File: src/rtl/serial_display_tx.sv
// rtl/serial_display_tx.sv - serial frame transmitter: latches digit fields, shifts them out with a generated ser_clk
// Define SEG_DECODE_EN to send each 4-bit digit as a 7-segment byte {dp,g,f,e,d,c,b,a} instead of the raw field.
module serial_display_tx #(
  parameter int NUM_DIGITS = 4,
  parameter int DIGIT_W    = 4,
  parameter int CLK_DIV    = 300,
  parameter bit MSB_FIRST  = 1'b1
) (
  input  logic                          clk,
  input  logic                          rst,
  input  logic                          start,
  input  logic [NUM_DIGITS*DIGIT_W-1:0] digits,
  output logic                          ser_clk,
  output logic                          data,
  output logic                          data_en,
  output logic                          busy,
  output logic                          done,
  output logic                          overrun,
  output logic [15:0]                   frames_sent
);

`ifdef SEG_DECODE_EN
  localparam int FIELD_W = 8;
`else
  localparam int FIELD_W = DIGIT_W;
`endif
  localparam int FRAME_BITS = NUM_DIGITS * FIELD_W;
  localparam int DIV_W      = (CLK_DIV > 1) ? $clog2(CLK_DIV) : 1;
  localparam int BIT_W      = (FRAME_BITS > 1) ? $clog2(FRAME_BITS) : 1;
  localparam logic [DIV_W-1:0] DIV_LAST = DIV_W'(CLK_DIV - 1);
  localparam logic [BIT_W-1:0] BIT_LAST = BIT_W'(FRAME_BITS - 1);

  typedef enum logic [1:0] {
    IDLE = 2'b00,
    LOW  = 2'b01,
    HIGH = 2'b10
  } state_t;

  state_t                state, state_nx;
  logic [FRAME_BITS-1:0] frame_in;
  logic [FRAME_BITS-1:0] shreg;
  logic [FRAME_BITS-1:0] pend;
  logic                  pend_valid;
  logic [DIV_W-1:0]      div_cnt;
  logic [BIT_W-1:0]      bit_cnt;
  logic                  phase_end;
  logic                  frame_end;
  logic                  load_pend;
  logic                  load_new;

`ifdef SEG_DECODE_EN
  function automatic logic [7:0] seg_decode(input logic [3:0] d);
    case (d)
      4'd0:    seg_decode = 8'h3F;
      4'd1:    seg_decode = 8'h06;
      4'd2:    seg_decode = 8'h5B;
      4'd3:    seg_decode = 8'h4F;
      4'd4:    seg_decode = 8'h66;
      4'd5:    seg_decode = 8'h6D;
      4'd6:    seg_decode = 8'h7D;
      4'd7:    seg_decode = 8'h07;
      4'd8:    seg_decode = 8'h7F;
      4'd9:    seg_decode = 8'h6F;
      default: seg_decode = 8'h00;
    endcase
  endfunction

  always_comb begin
    frame_in = '0;
    for (int i = 0; i < NUM_DIGITS; i++) begin
      frame_in[i*8 +: 8] = seg_decode(digits[i*DIGIT_W +: 4]);
    end
  end
`else
  assign frame_in = digits;
`endif

  // A queued request always beats a fresh start when leaving IDLE.
  always_comb begin
    state_nx  = state;
    phase_end = (state != IDLE) && (div_cnt == DIV_LAST);
    frame_end = (state == HIGH) && phase_end && (bit_cnt == BIT_LAST);
    load_pend = (state == IDLE) && pend_valid;
    load_new  = (state == IDLE) && !pend_valid && start;
    case (state)
      IDLE:    if (load_pend || load_new) state_nx = LOW;
      LOW:     if (phase_end) state_nx = HIGH;
      HIGH:    if (phase_end) state_nx = frame_end ? IDLE : LOW;
      default: state_nx = IDLE;
    endcase
  end

  always_ff @(posedge clk) begin
    if (!rst) begin
      state       <= IDLE;
      shreg       <= '0;
      pend        <= '0;
      pend_valid  <= 1'b0;
      div_cnt     <= '0;
      bit_cnt     <= '0;
      done        <= 1'b0;
      overrun     <= 1'b0;
      frames_sent <= '0;
    end else begin
      state   <= state_nx;
      done    <= frame_end;
      overrun <= 1'b0;
      if (frame_end) frames_sent <= frames_sent + 16'd1;

      if (state == IDLE || phase_end) div_cnt <= '0;
      else                            div_cnt <= div_cnt + 1'b1;

      if (load_pend) begin
        shreg      <= pend;
        bit_cnt    <= '0;
        pend_valid <= start;
        if (start) pend <= frame_in;
      end else if (load_new) begin
        shreg   <= frame_in;
        bit_cnt <= '0;
      end else if (state == HIGH && phase_end && !frame_end) begin
        shreg   <= MSB_FIRST ? (shreg << 1) : (shreg >> 1);
        bit_cnt <= bit_cnt + 1'b1;
      end

      // Requests arriving mid-frame wait in the one-deep buffer; newest wins.
      if (state != IDLE && start) begin
        pend       <= frame_in;
        pend_valid <= 1'b1;
        overrun    <= pend_valid;
      end
    end
  end

  assign busy    = (state != IDLE);
  assign data_en = busy;
  assign ser_clk = (state == HIGH);
  assign data    = busy & (MSB_FIRST ? shreg[FRAME_BITS-1] : shreg[0]);

endmodule

File: config.mk
export PLATFORM = sky130hd
export DESIGN_NAME = serial_display_tx
export DESIGN_NICKNAME = d
export VERILOG_FILES = /design/src/rtl/serial_display_tx.sv
export SDC_FILE = /design/constraint.sdc
export NUM_CORES = 1
export LEC_CHECK = 0
export BUFFER_PORTS_ARGS = -buffer_cell sky130_fd_sc_hd__buf_2
export CORE_MARGIN = 4
export CORE_UTILIZATION = 44
export DETAILED_ROUTE_END_ITERATION = 8
export HOLD_SLACK_MARGIN = 0.05
export PLACE_DENSITY = 0.62
export SLEW_MARGIN = 20
export SYNTH_ARGS = -nofsm -noshare
export SYNTH_HDL_FRONTEND = slang
export SYNTH_SLANG_ARGS = --single-unit
export TNS_END_PERCENT = 100
File: constraint.sdc
create_clock -name clk -period 2.52 [get_ports clk]
set_input_delay 0.504 -clock clk [delete_from_list [all_inputs] [get_ports clk]]
set_output_delay 0.504 -clock clk [all_outputs]
set_load 0.01 [all_outputs]
==> flow_summary.json, run 1 <==
{
  "status": "finished clean",
  "worst_slew_margin_rel": 0.5597,
  "critPathArrivalTime_ns": 2.48,
  "netlist.area_leader.share": 0.4162,
  "post_cts_buffers": 0,
  "track_usage": 0.1907,
  "finalCriticalPeriod_ns": 2.227,
  "pre_cts_ws_ns": 0.3326,
  "required_ns": 2.78,
  "io_pins": 41,
  "yosys_warnings": 0,
  "rsz0062_at_grt": "no",
  "die_x_um": 92.94,
  "grt_pass1_wl_mm": 13.22,
  "synth-edff-count": 0,
  "antennaDiodeCount": 0,
  "worst_skew_pair.late_latency_ns": 0.33,
  "cts_max_level": 3,
  "fin_skew_ns": 0.008656,
  "wirelength_mm": 7.849,
  "p_total_uw": 2306,
  "setup_tns_ns": 0,
  "nFillCells": 689,
  "wl_per_cell_um": 15.51,
  "endpoint_kind": "flop",
  "slew_viol_final": 0,
  "final_cell_mix": "dfxtp_1, nand2_1, a21oi_1",
  "layout-drive-gt1-share": 0.1732,
  "synth-async-reset-ratio": 0,
  "nNetsFinal": 427,
  "gr-total-overflow": 0,
  "clock-sinks": 66,
  "multiInputGateArea_mm2": 0.001672,
  "yosysSeqAreaShare": 0.4162,
  "ff_latch_area_mm2": 0.001321,
  "first_global_vias": 2759,
  "clk_pin_slew_worst_paths_ns": 0.07,
  "drc": 0,
  "avgSynthCellArea_um2": 8.533,
  "timing.final.ws_setup_ns": 0.2930,
  "crit_path_max_fanout": 21,
  "synthFlopType": "dfxtp_1",
  "area_delta_synth_final_pct": 13.56,
  "drt_iter0_drc": 114,
  "dp_hpwl_mm": 5.104,
  "ctsResizeCount": 0,
  "syn_inst": 372,
  "via_count": 2879,
  "fin_area_mm2": 0.003605,
  "place_area_mm2": 0.003407,
  "place_inst": 490,
  "hold_path.class": "input port to flop",
  "cts-buffers-inserted": 9,
  "dr.pass1.iters": 4,
  "initial_core_util": 0.4596,
  "layout_commonest_cell": "dfxtp_1",
  "critPathKind": "flop to flop",
  "place.gp.congestion": 0.7807,
  "ant_nets": 0,
  "post-route-period-util": 0.8837,
  "start_kind": "flop",
  "die_h_um": 92.94,
  "synth_top_area_cell": "dfxtp_1",
  "viasPerCell": 5.690,
  "ys_top_cells_by_area": "dfxtp_1, o22a_1, a21oi_1, nand2_1, o31ai_1",
  "cts_tree": "done",
  "peakVddDrop_v": 0.0002188,
  "p_per_area_mw_per_mm2": 639.8,
  "rows": 30,
  "grt_max_degree": 27,
  "coreArea_mm2": 0.006907,
  "max_freq_mhz": 449.0,
  "synth_nets": 394,
  "die_area_mm2": 0.008637,
  "yosysUniqueCellTypes": 51,
  "cap_violations": 0,
  "cts_buffer_depth": 2,
  "netlist_area_mm2": 0.003174,
  "finalHoldViolCount": 0,
  "portBuffers": 40,
  "ctsHoldBuffers": 0,
  "cts-root-buf": "clkbuf_8",
  "grt_antenna_before_repair": 0,
  "worstMarginPinSlew_ns": 0.6604,
  "synth_seq_cells": 66,
  "setup_viol": 0,
  "final_cells": 506,
  "leakagePower_uw": 0.001345
}
-- per-stage QoR --
stage / utilization / hold WS (ns)
floorplan: - / 0.4175
global placement: 0.4933 / 0.4316
detailed placement: 0.4933 / 0.4461
CTS: 0.5219 / 0.4005
global route: 0.5219 / 0.3984
finish: 0.5219 / 0.4142
-- sequential cells by signal, summed over array words and instances, names as in the netlist --
register	cells
state	2
pend	16
frames_sent	16
shreg	16
pend_valid	1
done	1
bit_cnt	4
overrun	1
div_cnt	9
-- cell type report --
cell class / instances / area share
Clock buffer: 14 / 0.04512
Tap cell: 96 / 0.03332
Timing Repair Buffer: 50 / 0.07636
Multi-Input combinational cell: 273 / 0.4637
Sequential cell: 66 / 0.3665
Clock inverter: 2 / 0.009719
Inverter: 5 / 0.005207
-- path summary, 6_finish.rpt --
path	start	end	slack (ns)	cells after the start
setup reg to reg	div_cnt[0]	frames_sent[9]	0.29	5
hold reg to reg	div_cnt[0]	div_cnt[0]	0.45	1
hold / removal	digits[5]	pend[5]	0.41	3
setup / recovery	div_cnt[0]	frames_sent[9]	0.29	5
-- report_power, final --
group / total (uW) / internal, uW / switching, uW / leakage [uW]
logic: 278 / 122 / 156 / 0.000707
registers: 1130 / 1090 / 40.3 / 0.000537
clock network: 895 / 511 / 383 / 0.000101
-- critical path, cell delays in order, from the launching register on --
cell	delay [ns]
dfxtp_1	0.35
ha_1	0.24
and4b_1	0.35
nand4_2	0.43
or4_1	0.63
a21oi_1	0.15
-- cell families after synthesis --
kind of cell	after synthesis	share of synthesized area
XOR/XNOR	10	0.02759
flip-flops	66	0.4162
AND/OR/NAND/NOR	129	0.2140
buffers and inverters	33	0.05715
AO/OA/AOI/OAI	128	0.2637
multiplexers	3	0.009460
adder cells (fa/ha/maj)	3	0.01183
-- synth_stat cells (2+ instances only) --
library cell,count
xor2_1,4
mux2i_1,3
inv_1,3
o311ai_1,2
nand2_1,50
clkbuf_1,15
buf_2,4
o31ai_1,24
o21ai_1,3
and4_1,2
or3b_2,2
nand4b_1,2
or4_1,9
nor4_1,2
nor3_1,4
nand3_1,12
nand4_1,7
o21ai_0,19
xnor2_1,6
o21a_1,2
a21oi_1,44
o41ai_1,2
nand2b_1,3
or3_1,2
ha_1,3
dfxtp_1,66
o22a_1,30
buf_6,5
nor2_1,20
-- metal layers --
layer / track usage / share of wire / vias up
li1: - / - / 1444
met1: 0.2577 / 0.48 / 1364
met2: 0.2939 / 0.45 / 65
met3: 0.04955 / 0.060 / 6
met4: 0.06593 / 0.0083 / 0
met5: 0 / 0 / -
No activity file was read; power rests on OpenSTA's default activity.
==> inputs of run 2 (changes only) <==
--- a/config.mk
+++ b/config.mk
@@ -10,7 +10,7 @@
 export CORE_UTILIZATION = 44
 export DETAILED_ROUTE_END_ITERATION = 8
 export HOLD_SLACK_MARGIN = 0.05
-export PLACE_DENSITY = 0.62
+export PLACE_DENSITY = 0.65
 export SLEW_MARGIN = 20
 export SYNTH_ARGS = -nofsm -noshare
 export SYNTH_HDL_FRONTEND = slang
==> constraint.sdc (replaced) <==
create_clock -name clk -period 1.8 [get_ports clk]
set_input_delay 0.36 -clock clk [delete_from_list [all_inputs] [get_ports clk]]
set_output_delay 0.36 -clock clk [all_outputs]
set_load 0.01 [all_outputs]
==> flow_summary.json, run 2 (synthesis results as in run 1) <==
{
  "postLayoutCoreUtil": 0.5661,
  "path_cells": "ha_4, and4b_2, nand4_4, buf_12, or4_1, a21oi_1",
  "multiInputGateArea_mm2": 0.001759,
  "setup_viol": 0,
  "drt_iter0_drc": 160,
  "antennaDiodeCount": 0,
  "start_kind": "flop",
  "layout-drive-gt1-share": 0.2759,
  "reg.largest.list": "frames_sent (16), pend (16), shreg (16)",
  "clk_pin_slew_worst_paths_ns": 0.07,
  "viasPerCell": 5.689,
  "worst_slew_margin_rel": 0.6470,
  "grt_antenna_before_repair": 0,
  "rsz0062_at_grt": "yes",
  "min_from": "digits[5]",
  "worst_r2r_startpoint": "div_cnt[0]",
  "worstRegToRegCells": 6,
  "drc": 0,
  "finalHoldViolCount": 0,
  "finalCriticalPeriod_ns": 1.755,
  "crit_path_max_fanout": 6,
  "status": "finished clean",
  "worstHoldPathCells": 3,
  "hold_end": "pend[5]",
  "slew_viol_final": 0,
  "r2r_end": "frames_sent[9]",
  "ctsHoldBuffers": 0,
  "final_cell_mix": "dfxtp_1, nand2_1, a21oi_1",
  "track_usage": 0.1879,
  "first_global_vias": 2786,
  "io_pins": 41,
  "portBuffers": 40,
  "place.gp.congestion": 0.8598,
  "via_count": 3021,
  "grt_pass1_wl_mm": 13.21,
  "hold_path.class": "input port to flop",
  "area_delta_synth_final_pct": 23.18,
  "ff_latch_area_mm2": 0.001330,
  "r2r_setup_slack_ns": 0.04,
  "cp_top_family": "simple AND/OR/NAND/NOR gates",
  "die_h_um": 92.94,
  "post-route-period-util": 0.9751,
  "max_stage_delay_ns": 0.49,
  "hold_slack_ns": 0.2590,
  "worst_skew_pair.late_latency_ns": 0.34,
  "dp_hpwl_mm": 5.313,
  "cts_tree": "done",
  "nNetsFinal": 452,
  "peakVddDrop_v": 0.0003861,
  "max_freq_mhz": 569.7,
  "endpoint_kind": "flop",
  "critPathArrivalTime_ns": 2.03,
  "clock-sinks": 66,
  "dr.pass1.iters": 4,
  "cts-root-buf": "clkbuf_8",
  "cts_max_level": 3,
  "p_per_area_mw_per_mm2": 796.0,
  "rows": 30,
  "critPathKind": "flop to flop",
  "grt_max_degree": 22,
  "leakagePower_uw": 0.001491,
  "cp_num_buf_inv": 1,
  "worstMarginPinSlew_ns": 0.5289,
  "required_ns": 2.07,
  "slowest_stage": "or4_1",
  "cap_violations": 0,
  "ant_nets": 0,
  "die_x_um": 92.94,
  "initial_core_util": 0.4596,
  "die_area_mm2": 0.008637,
  "cts_buffer_depth": 2,
  "coreArea_mm2": 0.006907,
  "p_total_uw": 3112,
  "cts-buffers-inserted": 9,
  "nFillCells": 645,
  "layout_commonest_cell": "dfxtp_1",
  "fin_skew_ns": 0.006338,
  "gr-total-overflow": 0,
  "wl_per_cell_um": 15.34,
  "wirelength_mm": 8.147
}
==> run 2: cell types whose count changed in the layout (fill, tap and decap cells not counted), moves of 4 or more <==
cell,change
o31ai_1,-7
o31ai_2,+7
dfxtp_1,-5
dfxtp_2,+4
buf_4,+22
==> run 2: routing by layer <==
layer  GRT usage  part of all wire  wire (um)  up-vias
met5           0                 0          0        -
li1            -                 -          -     1492
met4     0.07448             0.013        108        0
met3     0.03168             0.051        414       12
met2      0.2969              0.47       3844       82
met1      0.2544              0.46       3780     1435
==> run 2: worst reg2reg max path: stages, from the launching register on <==
cell	delay [ns]
dfxtp_4	0.37
ha_4	0.12
and4b_2	0.26
nand4_4	0.15
buf_12	0.18
or4_1	0.49
a21oi_1	0.13
==> run 2: report_power, final <==
group / switching (uW) / leakage [uW] / total [uW] / internal (uW)
Combinational: 232 / 0.000866 / 425 / 192
Sequential: 56.6 / 0.000540 / 1590 / 1530
Clock: 570 / 0.0000851 / 1100 / 530
==> run 2: worst max-delay path by stage <==
stage               start  slack, ns         endpoint  cells past startpoint
2_1_floorplan  div_cnt[0]       0.02         shreg[5]                      9
3_3_place_gp   div_cnt[0]       0.05   frames_sent[9]                      6
3_5_place_dp   div_cnt[0]       0.02   frames_sent[9]                      6
4_1_cts        div_cnt[0]      0.003  frames_sent[11]                      6
5_1_grt        div_cnt[0]      -0.05        shreg[10]                      7
6_report       div_cnt[0]       0.04   frames_sent[9]                      6
==> run 2: area by class of cell <==
class / count / share of cell area
multi-input cells: 273 / 0.4499
repair buffers: 75 / 0.1306
inverters: 5 / 0.004800
well taps: 96 / 0.03072
clock buffers: 11 / 0.03616
flip-flops and latches: 66 / 0.3402
clock inverters: 5 / 0.007680
==> run 2: stage by stage <==
stage | TNS, ns | instance area, um^2 | setup WS (ns) | std cells
after floorplan | 0 | 3177 | 0.01553 | 372
after global placement | 0 | 3587 | 0.04734 | 512
after detailed placement | 0 | 3587 | 0.01677 | 512
after CTS | 0 | 3759 | 0.003187 | 528
after global routing | -0.2736 | 3910 | -0.04945 | 531
final | 0 | 3910 | 0.04476 | 531
==> run 2: timing repair <==
item | CTS | global route
setup endpoints to repair | 1 | 21
setup buffers | 0 | 1
resized for setup | 0 | 25
gates cloned | 0 | 2
pin swaps | 1 | 7
